## config.mk

```make
export PLATFORM = sky130hd
export DESIGN_NAME = ice_i2c_arb
export DESIGN_NICKNAME = d
export VERILOG_FILES = /design/src/rtl/ice_i2c_arb_pkg.sv /design/src/rtl/ice_i2c_arb_rr.sv /design/src/rtl/ice_i2c_arb.sv
export SDC_FILE = /design/constraint.sdc
export NUM_CORES = 1
export LEC_CHECK = 0
export ABC_AREA = 1
export ABC_CLOCK_PERIOD_IN_PS = 5200
export BUFFER_PORTS_ARGS = -buffer_cell sky130_fd_sc_hd__buf_2
export CORE_ASPECT_RATIO = 0.6
export CORE_UTILIZATION = 56
export CTS_CLUSTER_DIAMETER = 60
export DETAILED_ROUTE_END_ITERATION = 7
export PLACE_DENSITY = 0.86
export RECOVER_POWER = 100
export SLEW_MARGIN = 10
export SYNTH_ARGS = -nofsm -noshare
export SYNTH_HDL_FRONTEND = slang
export SYNTH_HIERARCHICAL = 1
export SYNTH_SLANG_ARGS = --single-unit
```

## constraint.sdc

```tcl
create_clock -name i_clk -period 5.2 [get_ports i_clk]
set_input_delay 0.26 -clock i_clk [delete_from_list [all_inputs] [get_ports i_clk]]
set_output_delay 0.26 -clock i_clk [all_outputs]
set_load 0.01 [all_outputs]
```

## src/rtl/ice_i2c_arb_pkg.sv

```systemverilog
// ice_i2c_pkg: shared types and constants for the I2C master arbiter.
//   arb_state_t      - arbiter FSM state encoding
//   I2C_ADDR_W/DATA_W - 7-bit slave address, 8-bit data byte
//   ARB_GAP_DEF      - default bus-free gap between transactions (i_clk cycles)
//   ARB_TIMEOUT_DEF  - default watchdog limit for one transaction (i_clk cycles)
package ice_i2c_pkg;

    localparam int I2C_ADDR_W      = 7;
    localparam int I2C_DATA_W      = 8;
    localparam int ARB_GAP_DEF     = 256;
    localparam int ARB_TIMEOUT_DEF = 8192;

    typedef enum logic [1:0] {
        ARB_IDLE = 2'd0,
        ARB_BUSY = 2'd1,
        ARB_GAP  = 2'd2
    } arb_state_t;

endpackage

```

## src/rtl/ice_i2c_arb_rr.sv

```systemverilog
// ice_rr_arb: combinational round-robin picker.
//   req - per-requester request bits
//   ptr - index of the last winner; search starts at ptr+1 (mod N)
//   gnt - one-hot winner (all zero when req is zero)
//   idx - encoded winner index (0 when req is zero)
module ice_rr_arb #(
    parameter int N = 4
) (
    input  logic [N-1:0]         req,
    input  logic [$clog2(N)-1:0] ptr,
    output logic [N-1:0]         gnt,
    output logic [$clog2(N)-1:0] idx
);

    localparam int IDX_W = $clog2(N);

    logic             found;
    logic [IDX_W-1:0] cand;

    // i runs 1..N so the previous winner is considered last.
    always_comb begin
        gnt   = '0;
        idx   = '0;
        found = 1'b0;
        cand  = '0;
        for (int i = 1; i <= N; i++) begin
            cand = IDX_W'((int'(ptr) + i) % N);
            if (!found && req[cand]) begin
                found     = 1'b1;
                gnt[cand] = 1'b1;
                idx       = cand;
            end
        end
    end

endmodule

```

## src/rtl/ice_i2c_arb.sv

```systemverilog
// ice_i2c_arb: shares one ice_i2c master between N requesters.
// A round-robin winner's address/data/direction is captured at grant and
// presented to the master with o_m_valid held for the whole transaction.
// Completion returns a one-cycle o_ack (with o_rdata); a watchdog aborts a
// hung transaction with a one-cycle o_err. A GAP-cycle bus-free interval
// follows every transaction, during which the grant is still held.
//
// Ports:
//   i_clk, i_nrst            clock, asynchronous active-low reset
//   i_req[N]                 level requests
//   i_addr[7N], i_wdata[8N]  per-requester address / write byte
//   i_rnw[N]                 per-requester direction (1 = read)
//   o_ack[N], o_err[N]       one-hot completion / timeout pulses
//   o_rdata[8]               read byte, valid with o_ack
//   o_gnt[N]                 one-hot grant over BUSY and GAP
//   o_m_addr/data/rnw/valid  request to the master
//   i_m_data, i_m_accept     response from the master
//
// state    | meaning
// ---------+---------------------------------------------------------
// ARB_IDLE | no owner; grant the next round-robin requester
// ARB_BUSY | o_m_valid high, waiting for i_m_accept or watchdog
// ARB_GAP  | o_m_valid low for GAP cycles, grant still held
module ice_i2c_arb
    import ice_i2c_pkg::*;
#(
    parameter int N       = 4,
    parameter int GAP     = ARB_GAP_DEF,
    parameter int TIMEOUT = ARB_TIMEOUT_DEF
) (
    input  logic                    i_clk,
    input  logic                    i_nrst,
    input  logic [N-1:0]            i_req,
    input  logic [I2C_ADDR_W*N-1:0] i_addr,
    input  logic [I2C_DATA_W*N-1:0] i_wdata,
    input  logic [N-1:0]            i_rnw,
    output logic [N-1:0]            o_ack,
    output logic [N-1:0]            o_err,
    output logic [I2C_DATA_W-1:0]   o_rdata,
    output logic [N-1:0]            o_gnt,
    output logic [I2C_ADDR_W-1:0]   o_m_addr,
    output logic [I2C_DATA_W-1:0]   o_m_data,
    output logic                    o_m_rnw,
    output logic                    o_m_valid,
    input  logic [I2C_DATA_W-1:0]   i_m_data,
    input  logic                    i_m_accept
);

    localparam int IDX_W = $clog2(N);
    localparam int TMR_W = $clog2(TIMEOUT);
    localparam int GAP_W = $clog2(GAP + 1);

    arb_state_t       state;
    logic [IDX_W-1:0] ptr;
    logic [TMR_W-1:0] timer;
    logic [GAP_W-1:0] gap_cnt;
    logic [N-1:0]     win_gnt;
    logic [IDX_W-1:0] win_idx;

    ice_rr_arb #(.N(N)) u_rr (
        .req (i_req),
        .ptr (ptr),
        .gnt (win_gnt),
        .idx (win_idx)
    );

    always_ff @(posedge i_clk or negedge i_nrst) begin
        if (!i_nrst) begin
            state     <= ARB_IDLE;
            ptr       <= IDX_W'(N - 1);
            timer     <= '0;
            gap_cnt   <= '0;
            o_ack     <= '0;
            o_err     <= '0;
            o_rdata   <= '0;
            o_gnt     <= '0;
            o_m_addr  <= '0;
            o_m_data  <= '0;
            o_m_rnw   <= 1'b0;
            o_m_valid <= 1'b0;
        end else begin
            o_ack <= '0;
            o_err <= '0;
            case (state)
                ARB_IDLE: begin
                    if (|i_req) begin
                        o_m_addr  <= i_addr[int'(win_idx)*I2C_ADDR_W +: I2C_ADDR_W];
                        o_m_data  <= i_wdata[int'(win_idx)*I2C_DATA_W +: I2C_DATA_W];
                        o_m_rnw   <= i_rnw[win_idx];
                        o_gnt     <= win_gnt;
                        ptr       <= win_idx;
                        timer     <= '0;
                        o_m_valid <= 1'b1;
                        state     <= ARB_BUSY;
                    end
                end
                ARB_BUSY: begin
                    // Accept is tested first so it wins over a simultaneous timeout.
                    if (i_m_accept) begin
                        o_ack     <= o_gnt;
                        o_rdata   <= i_m_data;
                        o_m_valid <= 1'b0;
                        gap_cnt   <= '0;
                        state     <= ARB_GAP;
                    end else if (timer == TMR_W'(TIMEOUT - 1)) begin
                        o_err     <= o_gnt;
                        o_m_valid <= 1'b0;
                        gap_cnt   <= '0;
                        state     <= ARB_GAP;
                    end else begin
                        timer <= timer + 1'b1;
                    end
                end
                ARB_GAP: begin
                    if (gap_cnt == GAP_W'(GAP - 1)) begin
                        o_gnt <= '0;
                        state <= ARB_IDLE;
                    end else begin
                        gap_cnt <= gap_cnt + 1'b1;
                    end
                end
                default: begin
                    o_m_valid <= 1'b0;
                    o_gnt     <= '0;
                    state     <= ARB_IDLE;
                end
            endcase
        end
    end

endmodule

```

After elaboration in Yosys (flattened, before gate mapping)
Index checks and enable logic that the tools add are counted.
{"block": "totals", "reg_bits": 63, "latchBits": 0, "mem_bits_rw": 0, "romBits": 0, "input_bits": 79, "output_inout_bits": 37, "memories": 0}
{"block": "op_classes", "n_addsub": 6, "n_mul": 1, "div": 0, "n_lt_le_gt_ge": 9, "eq_ne": 10, "n_shift": 2, "n_mux": 54, "bitwise": 5, "n_reduce_logical": 21}
{"cell": "4-bit two-way mux", "n": 11}
{"cell": "13-bit two-way mux", "n": 3}
{"cell": "32-bit by 6-bit indexed part select with 8-bit output", "n": 1}
{"cell": "28-bit by 6-bit indexed part select with 7-bit output", "n": 1}
{"cell": "9-bit two-way mux", "n": 3}
{"cell": "13-bit case mux with 2 select lines", "n": 1}
{"cell": "9-bit case mux with 2 select lines", "n": 1}
{"cell": "2-bit two-way mux", "n": 8}
{"cell": "2-bit by 3-bit less-than comparator with 1-bit output (second input constant)", "n": 5}
{"cell": "1-bit two-way mux", "n": 15}
{"cell": "13-bit by 1-bit adder with 13-bit output (second input constant)", "n": 1}
{"cell": "13-bit equality test (second input constant)", "n": 1}
{"cell": "4-bit bitwise OR", "n": 3}
{"cell": "4-bit case mux with 3 select lines", "n": 1}
{"cell": "3-bit AND reduction", "n": 4}
{"cell": "1-bit binary-select mux with 2-bit select", "n": 5}
{"cell": "2-bit inequality test (second input constant)", "n": 5}
{"cell": "9-bit by 1-bit adder with 9-bit output (second input constant)", "n": 1}
{"cell": "9-bit by 8-bit equality test with 1-bit output (second input constant)", "n": 1}
{"cell": "1-bit demux with 2-bit select", "n": 4}
{"cell": "2-bit by 1-bit greater-or-equal comparator with 1-bit output (second input constant)", "n": 4}
{"cell": "1-bit logical AND", "n": 7}
{"cell": "2-bit case mux with 3 select lines", "n": 1}
{"cell": "2-bit by 3-bit multiplier with 5-bit output (second input constant)", "n": 1}
{"cell": "13 further kinds", "n": 20}

Depth between registers and ports, before layout
{"block": "depth", "depth_word": 15, "depth_mapped": 17, "mapped_depth_nobuf": 14}

Cells and area by module
Netlist, hierarchy kept.
{"module": "ice_i2c_arb", "instances": 1, "cells_per_inst": 437, "area_per_inst_um2": 3390.8, "seq_area_each_um2": 1579.0}
{"module": "ice_rr_arb", "instances": 1, "cells_per_inst": 85, "area_per_inst_um2": 535.5, "seq_area_each_um2": 0.0}

Worst setup path after synthesis
OpenSTA, ideal clock, no wires.
{"block": "synth_timing", "path_kind": "flip-flop to flip-flop", "start": "register ptr[0]", "end": "register o_m_addr[3]", "setup_time_ps": 117, "arrival_time_ps": 2511, "t_required_ps": 5083, "slack_ps": 2573, "stages_incl_launch_ff": 18, "n_path_buf": 3, "path_cell_list": "dfstp_2 buf_6 inv_8 ha_1 inv_1 nand3_1 nand2_1 nand2_1 nor2_1 nor2_1 nor2_1 clkbuf_1 inv_1 clkbuf_1 o21ai_0 o22ai_1 nand2_1 nand2_1"}
{"block": "synth_via", "elab_chain_len": 15, "word_cells_on_any_way": 27, "classes_between": "add/sub (4); mul (1); shift (1); mux (15); reduce/logical (6)"}
{"element": "start, declared", "line": "ice_i2c_arb.sv:54", "text": "logic [IDX_W-1:0] ptr;"}
{"element": "start signal, assigned", "line": "ice_i2c_arb.sv:70", "text": "ptr <= IDX_W'(N - 1);"}
{"element": "start signal, assigned", "line": "ice_i2c_arb.sv:91", "text": "ptr <= win_idx;"}
{"element": "2-bit by 1-bit adder with 2-bit output", "line": "ice_i2c_arb_rr.sv:27", "text": "cand = IDX_W'((int'(ptr) + i) % N);"}
{"element": "1-bit binary-select mux with 2-bit select", "line": "ice_i2c_arb_rr.sv:28", "text": "if (!found && req[cand]) begin"}
{"element": "1-bit two-way mux (not written as such)", "line": "ice_i2c_arb_rr.sv:28"}
{"element": "1-bit two-way mux", "line": "ice_i2c_arb_rr.sv:28"}
{"element": "1-bit zero test", "line": "ice_i2c_arb_rr.sv:28"}
{"element": "1-bit logical AND", "line": "ice_i2c_arb_rr.sv:28"}
{"element": "1-bit two-way mux", "line": "ice_i2c_arb_rr.sv:28"}
{"element": "1-bit zero test", "line": "ice_i2c_arb_rr.sv:28"}
{"element": "1-bit logical AND", "line": "ice_i2c_arb_rr.sv:28"}
{"element": "1-bit two-way mux", "line": "ice_i2c_arb_rr.sv:28"}
{"element": "1-bit zero test", "line": "ice_i2c_arb_rr.sv:28"}
{"element": "1-bit logical AND", "line": "ice_i2c_arb_rr.sv:28"}
{"element": "2-bit two-way mux *", "line": "ice_i2c_arb_rr.sv:28"}
{"element": "net win_idx[0]", "line": "ice_i2c_arb.sv:58", "text": "logic [IDX_W-1:0] win_idx;"}
{"element": "2-bit by 3-bit multiplier with 5-bit output *", "line": "ice_i2c_arb.sv:87", "text": "o_m_addr <= i_addr[int'(win_idx)*I2C_ADDR_W +: I2C_ADDR_W];"}
{"element": "28-bit by 6-bit indexed part select with 7-bit output *", "line": "ice_i2c_arb.sv:87"}
{"element": "end signal, assigned", "line": "ice_i2c_arb.sv:87"}
{"element": "end, declared", "line": "ice_i2c_arb.sv:41", "text": "output logic [I2C_ADDR_W-1:0] o_m_addr,"}
The timed path passes the listed nets; every way through them passes the cells marked *. The select of a mux whose other input is x is not followed.
A chain may end at the register's enable or synchronous reset.

Final worst setup path
{"block": "layout_timing", "start": "register ptr[0]", "end": "register o_m_data[7]"}
{"block": "layout_via", "elab_chain_len": 14, "word_cells_on_any_way": 26, "classes_between": "add/sub (4); shift (1); mux (15); reduce/logical (6)"}
{"element": "2-bit by 1-bit adder with 2-bit output", "line": "ice_i2c_arb_rr.sv:27"}
{"element": "1-bit binary-select mux with 2-bit select", "line": "ice_i2c_arb_rr.sv:28"}
{"element": "1-bit two-way mux (not written as such)", "line": "ice_i2c_arb_rr.sv:28"}
{"element": "1-bit two-way mux", "line": "ice_i2c_arb_rr.sv:28"}
{"element": "1-bit zero test", "line": "ice_i2c_arb_rr.sv:28"}
{"element": "1-bit logical AND", "line": "ice_i2c_arb_rr.sv:28"}
{"element": "1-bit two-way mux", "line": "ice_i2c_arb_rr.sv:28"}
{"element": "1-bit zero test", "line": "ice_i2c_arb_rr.sv:28"}
{"element": "1-bit logical AND", "line": "ice_i2c_arb_rr.sv:28"}
{"element": "1-bit two-way mux", "line": "ice_i2c_arb_rr.sv:28"}
{"element": "1-bit zero test", "line": "ice_i2c_arb_rr.sv:28"}
{"element": "1-bit logical AND", "line": "ice_i2c_arb_rr.sv:28"}
{"element": "2-bit two-way mux *", "line": "ice_i2c_arb_rr.sv:28"}
{"element": "net win_idx[1]", "line": "ice_i2c_arb.sv:58"}
{"element": "32-bit by 6-bit indexed part select with 8-bit output *", "line": "ice_i2c_arb.sv:88", "text": "o_m_data <= i_wdata[int'(win_idx)*I2C_DATA_W +: I2C_DATA_W];"}
{"element": "end signal, assigned", "line": "ice_i2c_arb.sv:88"}
{"element": "end, declared", "line": "ice_i2c_arb.sv:42", "text": "output logic [I2C_DATA_W-1:0] o_m_data,"}
Marks and branches as above.

==> run metrics <==
CTS tree=done; Post-Route WL=10.5 mm; P_leak=2.34 nW; Tcrit/Tclk final=0.714; WP data arrival=3.97 ns; dominant synthesized flop cell=dfrtp_1; R2R depth=13; Cell Area, Placed=4530 um^2; share of cells above drive strength 1=0.207; Filler cells=559; global-route wire length before repair=17.3 mm; Vias=4,009; initial antenna violation count=0; largest net degree at the start of global routing=64; Die H=66.9 um; CTS root buf=clkbuf_16; crit path time final=3.71 ns; VDD IR-drop max=0.356 mV; FFs w/ async S/R, synth=1.00; post-route ant nets=0; Cell Rows=23; max_cap viols=1; DP HPWL=7.39 mm; Crit Path Max Fanout=17; post-synthesis cell count=522; Die X=110 um; Critical Path Sink Type=flip-flop; hold depth=2; commonest cells after routing, fill and taps aside=120 x nand2_1, 89 x nor2_1, 78 x buf_2, 61 x dfrtp_1; ant diodes=0; drt drc=0; GR Util All Layers=0.312; syn avg cell area=7.52 um^2; Num CTS Buffers=9; I/O pin count=116; number of distinct library cells after synthesis=38; critical path data required time=5.46 ns; Slew Limit Headroom=-1.21; drt first pass iters=5; min-delay src=i_m_data[1]; Worst Skew=0.00660 ns; HP Class=in -> reg; Syn-to-layout area delta=21.3%; clock buffer depth=2; Resized cells post-CTS=0; status=complete, but fails checks; sequential fraction of the synthesis area=0.402; htree depth=3; Initial DRC Count=311; post-route cell area=4760 um^2; CP Class=reg -> reg; reg2reg start=ptr[0]; Core Area=6730 um^2; hold_buf cts=0; Layout Nets=723; Final Max Tran Viols=64; Worst R2R End=o_m_data[7]; average routed wire per standard cell=14.4 um; Worst Setup Start Kind=flip-flop; synthesized flop and latch total=63; final setup vio count=0; CTS sink cnt=63; commonest non-fill, non-tap cell in the layout=nand2_1; YS warnings=6; Max Freq=269 MHz; grt total ovfl=0; failing checks=max-capacitance violations, max-slew violations; die area=7360 um^2; worst hold margin=0.170 ns; Worst-Margin Slew=3.32 ns; Post-Syn Nets=612; starting density of the core=0.583; Final Hold Vio Count=0; RSZ-0062 raised after global routing=false; setup tns final=0 ns; Worst-path clk slew=0.05 ns; I/O Buffers=115; worst-skew pair later-pin latency=0.32 ns; EDFF count, synth=0; setup bufs post-CTS=0; Power Dens Cells=673 nW/um^2; post-synthesis instance area=3930 um^2; vias in the first global route=3,789; Hold EP=o_rdata[1]; reg-to-reg setup timing slack=1.49 ns; gpl congestion=0.941; drt via density=5.53
[worst max-delay path: stages, from the launching register on]
cell and delay [ns]:
dfstp_1 0.92, inv_8 0.11, ha_1 0.40, inv_1 0.17
nand3_1 0.10, nand2_1 0.11, inv_1 0.12, nand3_1 0.12
nand3_1 0.47, inv_1 0.61, o21ai_0 0.19, o22ai_1 0.18
nand2_1 0.08, nand2_1 0.07
[report_power, final]
part,internal (mW),total [mW],switching (mW),leakage (nW)
Clock,0.472,0.681,0.209,0.169
Combinational,0.564,1.76,1.19,1.37
Sequential,0.645,0.768,0.123,0.808
[synth_stat cells, types with 6 or more instances]
master    number  area share
nand2_4        6       0.017
o21ai_0       40       0.051
nor2_1        88       0.084
a31oi_1        9       0.014
o22ai_1        7       0.011
clkbuf_1       8      0.0076
inv_1         37       0.035
dfrtp_1       61        0.39
inv_2          6      0.0057
nand2_2        7       0.011
o21ai_2        8       0.018
nand2_1      117        0.11
nand3_1       51       0.065
mux2_2         8       0.023
o21ai_1        6      0.0076
ha_1          11       0.035
[worst max-delay path by stage]
stage	from	to
global route	ptr[0]	o_m_data[7]
CTS	ptr[0]	o_m_data[7]
detailed placement	ptr[0]	o_m_data[7]
global placement	ptr[0]	o_m_data[5]
finish	ptr[0]	o_m_data[7]
floorplan	ptr[0]	o_m_addr[3]
[flip-flops by register name, indices dropped and copies added, names as in the netlist]
| register | count |
|---|---|
| timer | 13 |
| gap_cnt | 9 |
| o_m_data | 8 |
| o_rdata | 8 |
| o_m_addr | 7 |
| o_ack | 4 |
| o_err | 4 |
| o_gnt | 4 |
| ptr | 2 |
| state | 2 |
| o_m_rnw | 1 |
| o_m_valid | 1 |
[metrics by stage]
stage / cells / setup WS [ns] / utilization / total power [mW]
5_1_grt: 725 / 1.15 / 0.707 / 3.48
4_1_cts: 725 / 1.82 / 0.724 / 3.27
3_5_place_dp: 709 / 1.85 / 0.673 / 2.56
2_1_floorplan: 522 / 2.57 / - / 2.14
3_3_place_gp: 709 / 2.07 / 0.673 / 2.47
6_report: 725 / 1.49 / 0.707 / 3.21
[routing by layer]
| metal | track usage | up-vias | part of all wire |
|---|---|---|---|
| met1 | 0.411 | 1879 | 0.44 |
| met3 | 0.0783 | 21 | 0.071 |
| li1 | - | 1924 | - |
| met4 | 0.112 | 0 | 0.018 |
| met2 | 0.501 | 185 | 0.48 |
| met5 | 0 | - | 0 |
[cells by family after synthesis]
group	Yosys count	synth area share
adders and majority gates	11	0.0351
DFF	63	0.402
AOI/OAI and AO/OA	79	0.116
and+or+nand+nor	297	0.350
muxes	8	0.0229
xor gates and xnor gates	2	0.00446
buffers and inverters	62	0.0698
[area by class of cell]
cell class                 count  area (um^2)  share of cell area
multi-input combinational    397         2010               0.423
tap                           87          109              0.0229
clock buffer                  14          284              0.0596
timing repair buffer         117          541               0.113
sequential                    63         1580               0.331
clock inverter                 2         60.1              0.0126
inverter                      45          178              0.0373
Note: power is estimated with default switching activity, not from simulation.
